$ cat config.mk
export PLATFORM = sky130hd
export DESIGN_NAME = ysyx_25030077_ifu
export DESIGN_NICKNAME = d
export VERILOG_FILES = /design/src/rtl/ysyx_25030077_ifu.sv
export SDC_FILE = /design/constraint.sdc
export NUM_CORES = 1
export LEC_CHECK = 0
export BUFFER_PORTS_ARGS = -buffer_cell sky130_fd_sc_hd__buf_2
export CAP_MARGIN = 15
export CORE_ASPECT_RATIO = 2
export CORE_UTILIZATION = 44
export CTS_CLUSTER_DIAMETER = 40
export CTS_CLUSTER_SIZE = 20
export DETAILED_ROUTE_END_ITERATION = 8
export MAX_ROUTING_LAYER = met4
export PLACE_DENSITY = 0.82
export SETUP_SLACK_MARGIN = 0.3
export SYNTH_ARGS = -nofsm -noshare
export SYNTH_HDL_FRONTEND = slang
export SYNTH_SLANG_ARGS = --single-unit
$ cat constraint.sdc
create_clock -name clk -period 1.99 [get_ports clk]
set_clock_uncertainty 0.15 [all_clocks]
set_input_delay 0.199 -clock clk [delete_from_list [all_inputs] [get_ports clk]]
set_output_delay 0.199 -clock clk [all_outputs]
set_load 0.02 [all_outputs]
$ cat src/rtl/ysyx_25030077_ifu.sv
// ysyx_25030077_ifu: instruction fetch unit (PC, imem request/response, decode handshake, redirect).
// Optional macro YSYX_IFU_PREFETCH_EN adds a one-entry prefetch buffer for 1 inst/cycle fetch.
`default_nettype none

module ysyx_25030077_ifu #(
  parameter logic [31:0] RESET_PC = 32'h8000_0000
) (
  input  logic        clk,
  input  logic        reset,
  output logic        imem_req_valid,
  input  logic        imem_req_ready,
  output logic [31:0] imem_req_addr,
  input  logic        imem_rsp_valid,
  input  logic [31:0] imem_rsp_data,
  input  logic        redirect_valid,
  input  logic [31:0] redirect_pc,
  output logic        inst_valid,
  input  logic        inst_ready,
  output logic [31:0] inst,
  output logic [31:0] inst_pc
);

  logic [31:0] pc_q;
  logic        drop_q;
  logic        inst_valid_q;
  logic [31:0] inst_q;
  logic [31:0] inst_pc_q;
  logic [31:0] redirect_target;

  assign redirect_target = redirect_pc & ~32'd3;
  assign imem_req_addr   = pc_q;
  assign inst_valid      = inst_valid_q;
  assign inst            = inst_q;
  assign inst_pc         = inst_pc_q;

`ifdef YSYX_IFU_PREFETCH_EN
  logic        req_en_q;
  logic        pend_q;
  logic [31:0] pend_pc_q;
  logic        pf_valid_q;
  logic [31:0] pf_data_q;
  logic [31:0] pf_pc_q;
  logic        dec_fire;
  logic        req_fire;
  logic        rsp_take;
  logic [1:0]  occ_d;

  // Slots reserved after this edge: held inst, buffer and the outstanding request.
  assign dec_fire = inst_valid_q && inst_ready;
  assign occ_d    = {1'b0, inst_valid_q} + {1'b0, pf_valid_q} + {1'b0, pend_q} - {1'b0, dec_fire};
  assign imem_req_valid = req_en_q && !redirect_valid && !(pend_q && !imem_rsp_valid) &&
                          (occ_d < 2'd2);
  assign req_fire = imem_req_valid && imem_req_ready;
  assign rsp_take = pend_q && imem_rsp_valid && !drop_q;

  always_ff @(posedge clk) begin
    if (!reset) begin
      pc_q         <= RESET_PC;
      drop_q       <= 1'b0;
      req_en_q     <= 1'b0;
      pend_q       <= 1'b0;
      pend_pc_q    <= 32'd0;
      pf_valid_q   <= 1'b0;
      pf_data_q    <= 32'd0;
      pf_pc_q      <= 32'd0;
      inst_valid_q <= 1'b0;
      inst_q       <= 32'd0;
      inst_pc_q    <= 32'd0;
    end else begin
      req_en_q <= 1'b1;
      pend_q   <= req_fire || (pend_q && !imem_rsp_valid);
      if (req_fire) begin
        pend_pc_q <= pc_q;
        pc_q      <= pc_q + 32'd4;
      end
      if (redirect_valid) begin
        pc_q         <= redirect_target;
        inst_valid_q <= 1'b0;
        pf_valid_q   <= 1'b0;
        drop_q       <= pend_q && !imem_rsp_valid;
      end else begin
        if (imem_rsp_valid) drop_q <= 1'b0;
        if (dec_fire) begin
          if (pf_valid_q) begin
            inst_q    <= pf_data_q;
            inst_pc_q <= pf_pc_q;
            if (rsp_take) begin
              pf_data_q <= imem_rsp_data;
              pf_pc_q   <= pend_pc_q;
            end else begin
              pf_valid_q <= 1'b0;
            end
          end else if (rsp_take) begin
            inst_q    <= imem_rsp_data;
            inst_pc_q <= pend_pc_q;
          end else begin
            inst_valid_q <= 1'b0;
          end
        end else if (rsp_take) begin
          if (!inst_valid_q) begin
            inst_q       <= imem_rsp_data;
            inst_pc_q    <= pend_pc_q;
            inst_valid_q <= 1'b1;
          end else begin
            pf_data_q  <= imem_rsp_data;
            pf_pc_q    <= pend_pc_q;
            pf_valid_q <= 1'b1;
          end
        end
      end
    end
  end
`else
  typedef enum logic [1:0] {
    S_REQ  = 2'd0,
    S_WAIT = 2'd1,
    S_HOLD = 2'd2
  } state_t;

  state_t state_q;
  logic   req_valid_q;
  logic   req_fire;
  logic   drop_d;

  assign imem_req_valid = req_valid_q;
  assign req_fire       = req_valid_q && imem_req_ready;
  // A response is still owed if we were waiting, just got accepted, or already owed one.
  assign drop_d = ((state_q == S_WAIT) && !imem_rsp_valid) || req_fire ||
                  (drop_q && !imem_rsp_valid);

  always_ff @(posedge clk) begin
    if (!reset) begin
      state_q      <= S_REQ;
      pc_q         <= RESET_PC;
      drop_q       <= 1'b0;
      req_valid_q  <= 1'b0;
      inst_valid_q <= 1'b0;
      inst_q       <= 32'd0;
      inst_pc_q    <= 32'd0;
    end else if (redirect_valid) begin
      state_q      <= S_REQ;
      pc_q         <= redirect_target;
      inst_valid_q <= 1'b0;
      drop_q       <= drop_d;
      req_valid_q  <= !drop_d;
    end else begin
      case (state_q)
        S_REQ: begin
          // New requests stay blocked until the abandoned response has drained.
          if (drop_q) begin
            if (imem_rsp_valid) begin
              drop_q      <= 1'b0;
              req_valid_q <= 1'b1;
            end
          end else if (req_fire) begin
            state_q     <= S_WAIT;
            req_valid_q <= 1'b0;
          end else begin
            req_valid_q <= 1'b1;
          end
        end
        S_WAIT: begin
          if (imem_rsp_valid) begin
            inst_q       <= imem_rsp_data;
            inst_pc_q    <= pc_q;
            inst_valid_q <= 1'b1;
            state_q      <= S_HOLD;
          end
        end
        S_HOLD: begin
          if (inst_ready) begin
            pc_q         <= pc_q + 32'd4;
            inst_valid_q <= 1'b0;
            req_valid_q  <= 1'b1;
            state_q      <= S_REQ;
          end
        end
        default: begin
          state_q     <= S_REQ;
          req_valid_q <= 1'b0;
        end
      endcase
    end
  end
`endif

endmodule

`default_nettype wire
# Yosys cells after proc, flatten, opt, wreduce, memory -nomap -nowiden
# Index checks and enable logic that the tools add are counted.
# totals
reg_bits	101
in_bits	70
out_inout_bits	98
wordCells	59
# classes
add_sub_neg	1
n_eq_ne	9
mux	20
n_bitwise	2
reduce_logical	19
# op_table
op	count
$mux W32	3
$add A32 B3 Y32 const B	1
$mux W1	10
$ne A2 B2 Y1 const B	5
$reduce_and A3 Y1	3
$mux W2	4
$reduce_bool A2 Y1	4
$pmux W2 S3	1
$ne A4 B4 Y1 const B	1
$reduce_and A2 Y1	2
$reduce_and A4 Y1	1
$logic_and A1 B1 Y1	3
$ne A3 B3 Y1 const B	1
$pmux W1 S3	1
$eq A2 B1 Y1 const B	1
$eq A2 B2 Y1 const B	1
$logic_not A1 Y1	2
$logic_not A2 Y1	1
$logic_or A1 B1 Y1	2
$not A1 Y1	2
$pmux W1 S2	1
$reduce_or A2 Y1	1

# Longest topological paths before layout
# logic_depth
ltp_word	6
mapped_depth	7

# Worst setup path before layout
# OpenSTA, ideal clock, no wires.
# synth_path
kind	register to register
start	register pc_q[2] (netlist: imem_req_addr[2])
end	register pc_q[28] (netlist: imem_req_addr[28])
setup_time_ns	0.116
arrival_ns	1.983
path_slack_ns	-0.259
path_stages_with_launch	8
synth_period_minus_slack_ns	2.249
path_cell_list	dfxtp_1 -> ha_1 -> nand2_1 -> or4_4 -> buf_6 -> nor4_2 -> xor2_1 -> o211a_1
# synth_between
elab_chain_len	4
# synth_lines
element	line	text
start, declared	23	logic [31:0] pc_q;
start signal, assigned	142	pc_q <= redirect_target;
start signal, assigned	172	pc_q <= pc_q + 32'd4;
$add A32 B3 Y32	172	
$mux W32	171	if (inst_ready) begin
$mux W32	147	case (state_q)
$mux W32	140	end else if (redirect_valid) begin
# Every way passes these cells. The select of a mux whose other input is x is not followed.
# A chain may end at the register's enable or synchronous reset.

# Worst setup path in the final report
# layout_path
start	register pc_q[8] (netlist: imem_req_addr[8])
end	register pc_q[22] (netlist: imem_req_addr[22])
# The elaborated chain is that of the path after synthesis.

==> results.sh <==
export IMPL_status="finished, violations left"
export IMPL_violations="DRC, hold timing"
export IMPL_finalInstanceArea_sq_mm=0.006465
export IMPL_yosysSeqAreaShare=0.4589
export IMPL_synth_top_family_by_area="simple AND/OR/NAND/NOR gates"
export IMPL_vias=4566
export IMPL_num_antenna_cells=0
export IMPL_clock_path_buffers=2
export IMPL_drc=9
export IMPL_dp_hpwl_microns=8297
export IMPL_ir_worst_vdd_v=0.0005537
export IMPL_fin_util=0.6936
export IMPL_grt_overflow=0
export IMPL_first_pass_iters=7
export IMPL_synthMuxAreaShare=0.004731
export IMPL_dpl_instance_area_sq_mm=0.005290
export IMPL_max_freq_ghz=0.5266
export IMPL_netlist_area_sq_mm=0.004232
export IMPL_critical_path_peak_fanout=5
export IMPL_path_cells="nand4_4 -> or4_4 -> nor3_2 -> xnor2_1 -> a21oi_1"
export IMPL_worst_r2r_path_depth=5
export IMPL_io_pin_count=168
export IMPL_drt_wirelength_per_cell_microns=17.17
export IMPL_nNetsFinal=807
export IMPL_synth_compound_area_share=0.1952
export IMPL_grt_util_all_layers=0.2629
export IMPL_min_path_cells=3
export IMPL_syn_avg_cell_area_sq_um=8.379
export IMPL_grt_pass1_vias=4334
export IMPL_fill_cells=670
export IMPL_ant_nets=0
export IMPL_cp_arrival_ns=1.98
export IMPL_cts_tree="done"
export IMPL_stdcell_count=845
export IMPL_period_minus_slack_ns=1.899
export IMPL_slowest_delay_ns=0.64
export IMPL_ff2ff_setup_slack_ns=0.09
export IMPL_leakage_nw=2.843
export IMPL_num_rows=50
export IMPL_holdPathEnd="imem_req_addr[21]"
export IMPL_final_common_cell="buf_2"
export IMPL_timing_rr_start="imem_req_addr[8]"
export IMPL_whs_ns=-0.002438
export IMPL_timing_rr_end="imem_req_addr[22]"
export IMPL_core_area_sq_mm=0.009321
export IMPL_area_delta_synth_final_pct=52.78
export IMPL_ys_warn_count=0
export IMPL_cp_end_kind="flip-flop"
export IMPL_portBuffers=161
export IMPL_min_path_type="in -> reg"
export IMPL_die_w_microns=71.35
export IMPL_max_cap_violations=0
export IMPL_period_share=0.9543
export IMPL_cts_buffers=9
export IMPL_grt_max_degree=63
export IMPL_start_util=0.4540
export IMPL_synthAdderAreaFrac=0.002957
export IMPL_crit_slowest_cell="or4_4"
export IMPL_setup_violations=0
export IMPL_totalWireLength_microns=14510
export IMPL_h_tree_depth=3
export IMPL_place_inst=757
export IMPL_die_h_microns=140.7
export IMPL_ys_ff_latch=97
export IMPL_drive_gt1_frac=0.3590
export IMPL_fin_setup_tns_ns=0
export IMPL_synth_distinct_cells=42
export IMPL_min_delay_start="redirect_pc[21]"
export IMPL_grt_pass1_wl_microns=20180
export IMPL_insertion_delay_ns=0.35
export IMPL_hold_viol=1
export IMPL_dieArea_sq_mm=0.01004
export IMPL_cts_clk_slew_worst_paths_ns=0.07
export IMPL_required_ns=2.07
export IMPL_viasPerCell=5.404
export IMPL_synth_simple_area_share=0.2368
export IMPL_cp_start_kind="flip-flop"
export IMPL_synth_xor_area_share=0.05795
export IMPL_powerDensity_mw_per_mm2=645.9
export IMPL_path_class="reg -> reg"
export IMPL_rsz0062_at_grt="yes"
export IMPL_drv_slew=0
export IMPL_grt_antenna_before_repair=0
export IMPL_final_cell_mix="buf_2 (161), nand2_1 (139), dfxtp_1 (81)"
export IMPL_clock_sinks=97
export IMPL_drt_iter0_drc=327
export IMPL_gp_congestion=0.8440
export IMPL_syn_inst=505
export IMPL_cts_root_buffer="clkbuf_16"
[synth_stat cells, drive strengths merged]
library cell  count  area share
mux2i             2      0.0047
o21ai            21       0.025
nand4             8       0.013
nor2b             3      0.0044
nor4              4      0.0089
o211a            10       0.024
nand4b            1      0.0056
or4               1      0.0027
clkbuf           27       0.024
or3b              1      0.0021
buf               9       0.014
nand2b            7       0.010
a21oi            19       0.022
nor2             12       0.011
inv               4      0.0035
o31ai             1      0.0018
nand3b            2      0.0035
conb              1     0.00089
o21ba             1      0.0024
or2               1      0.0015
nand2           143        0.13
and2              5      0.0074
nand3            14       0.017
nor3b             1      0.0030
a21boi           62        0.11
o311a             2      0.0047
dfxtp            97        0.46
xor2             12       0.025
clkinv            1     0.00089
and4              4      0.0083
ha                1      0.0030
and3              4      0.0059
a31oi             1      0.0015
xnor2            16       0.033
nor3              5      0.0059
o21bai            1      0.0018
o31a              1      0.0021
[worst max path at each step]
stage	startpoint	endpoint	slack (ns)	cells past startpoint
2_1_floorplan	state_q[1]	imem_req_addr[28]	0.11	7
3_3_place_gp	state_q[0]	imem_req_addr[28]	0.13	5
3_5_place_dp	state_q[0]	imem_req_addr[28]	0.10	5
4_1_cts	state_q[0]	imem_req_addr[28]	0.14	5
5_1_grt	imem_req_addr[8]	imem_req_addr[22]	0.05	5
6_report	imem_req_addr[8]	imem_req_addr[22]	0.09	5
[critical path: cells and delay by family (launching register included)]
| kind | cells | cell delay [ns] |
|---|---|---|
| AOI/OAI and AO/OA | 1 | 0.09 |
| and+or+nand+nor | 3 | 0.99 |
| DFF | 1 | 0.38 |
| xor gates and xnor gates | 1 | 0.16 |
[per-layer routing]
layer / track usage / vias up / wire, microns / part of all wire
met5: - / - / 0 / 0
met4: 0.1537 / 0 / 859 / 0.059
met3: 0.05218 / 55 / 849 / 0.059
met2: 0.4647 / 210 / 7761 / 0.53
met1: 0.2612 / 2141 / 5037 / 0.35
li1: - / 2160 / - / -
[power by group]
part / total [mW] / switching [mW] / internal (mW) / leakage, nW
combinational: 0.541 / 0.274 / 0.267 / 1.92
clock: 1.58 / 0.747 / 0.832 / 0.128
sequential: 2.06 / 0.0629 / 1.99 / 0.797
[cells by family after synthesis]
group,after synthesis
xor gates and xnor gates,28
muxes,2
adders and majority gates,1
DFF,97
and+or+nand+nor,216
AOI/OAI and AO/OA,119
other,1
buffers and inverters,41
[cell type report]
class,count,area [sq um],area share
clock buffers,9,225.2,0.03484
multi-input cells,371,2306,0.3567
flip-flops and latches,97,1984,0.3069
inverters,5,18.77,0.002903
repair buffers,252,1763,0.2727
clock inverters,7,37.54,0.005806
well taps,104,130.1,0.02013
[registers in the layout, summed over array words and instances (netlist names)]
name            flops
inst_pc            30
imem_req_addr      30
inst_valid          1
imem_req_valid      1
inst               32
drop_q              1
state_q             2
[repair_timing]
item | in CTS | in global routing
gates cloned | 1 | 7
buffers inserted | 3 | 10
pin swaps | 2 | 15
gates resized for setup | 12 | 35
setup endpoints to repair | 56 | 80
hold buffers | 51 | 0
hold endpoints to repair | 51 | 0
[stage by stage]
stage / setup WS [ns] / total power [mW]
after global placement: 0.1276 / 2.500
after detailed placement: 0.1024 / 2.513
after floorplan: 0.1149 / 2.331
final: 0.09102 / 4.175
after CTS: 0.1395 / 4.145
after global routing: 0.04610 / 4.325
Note: power is estimated with default switching activity, not from simulation.
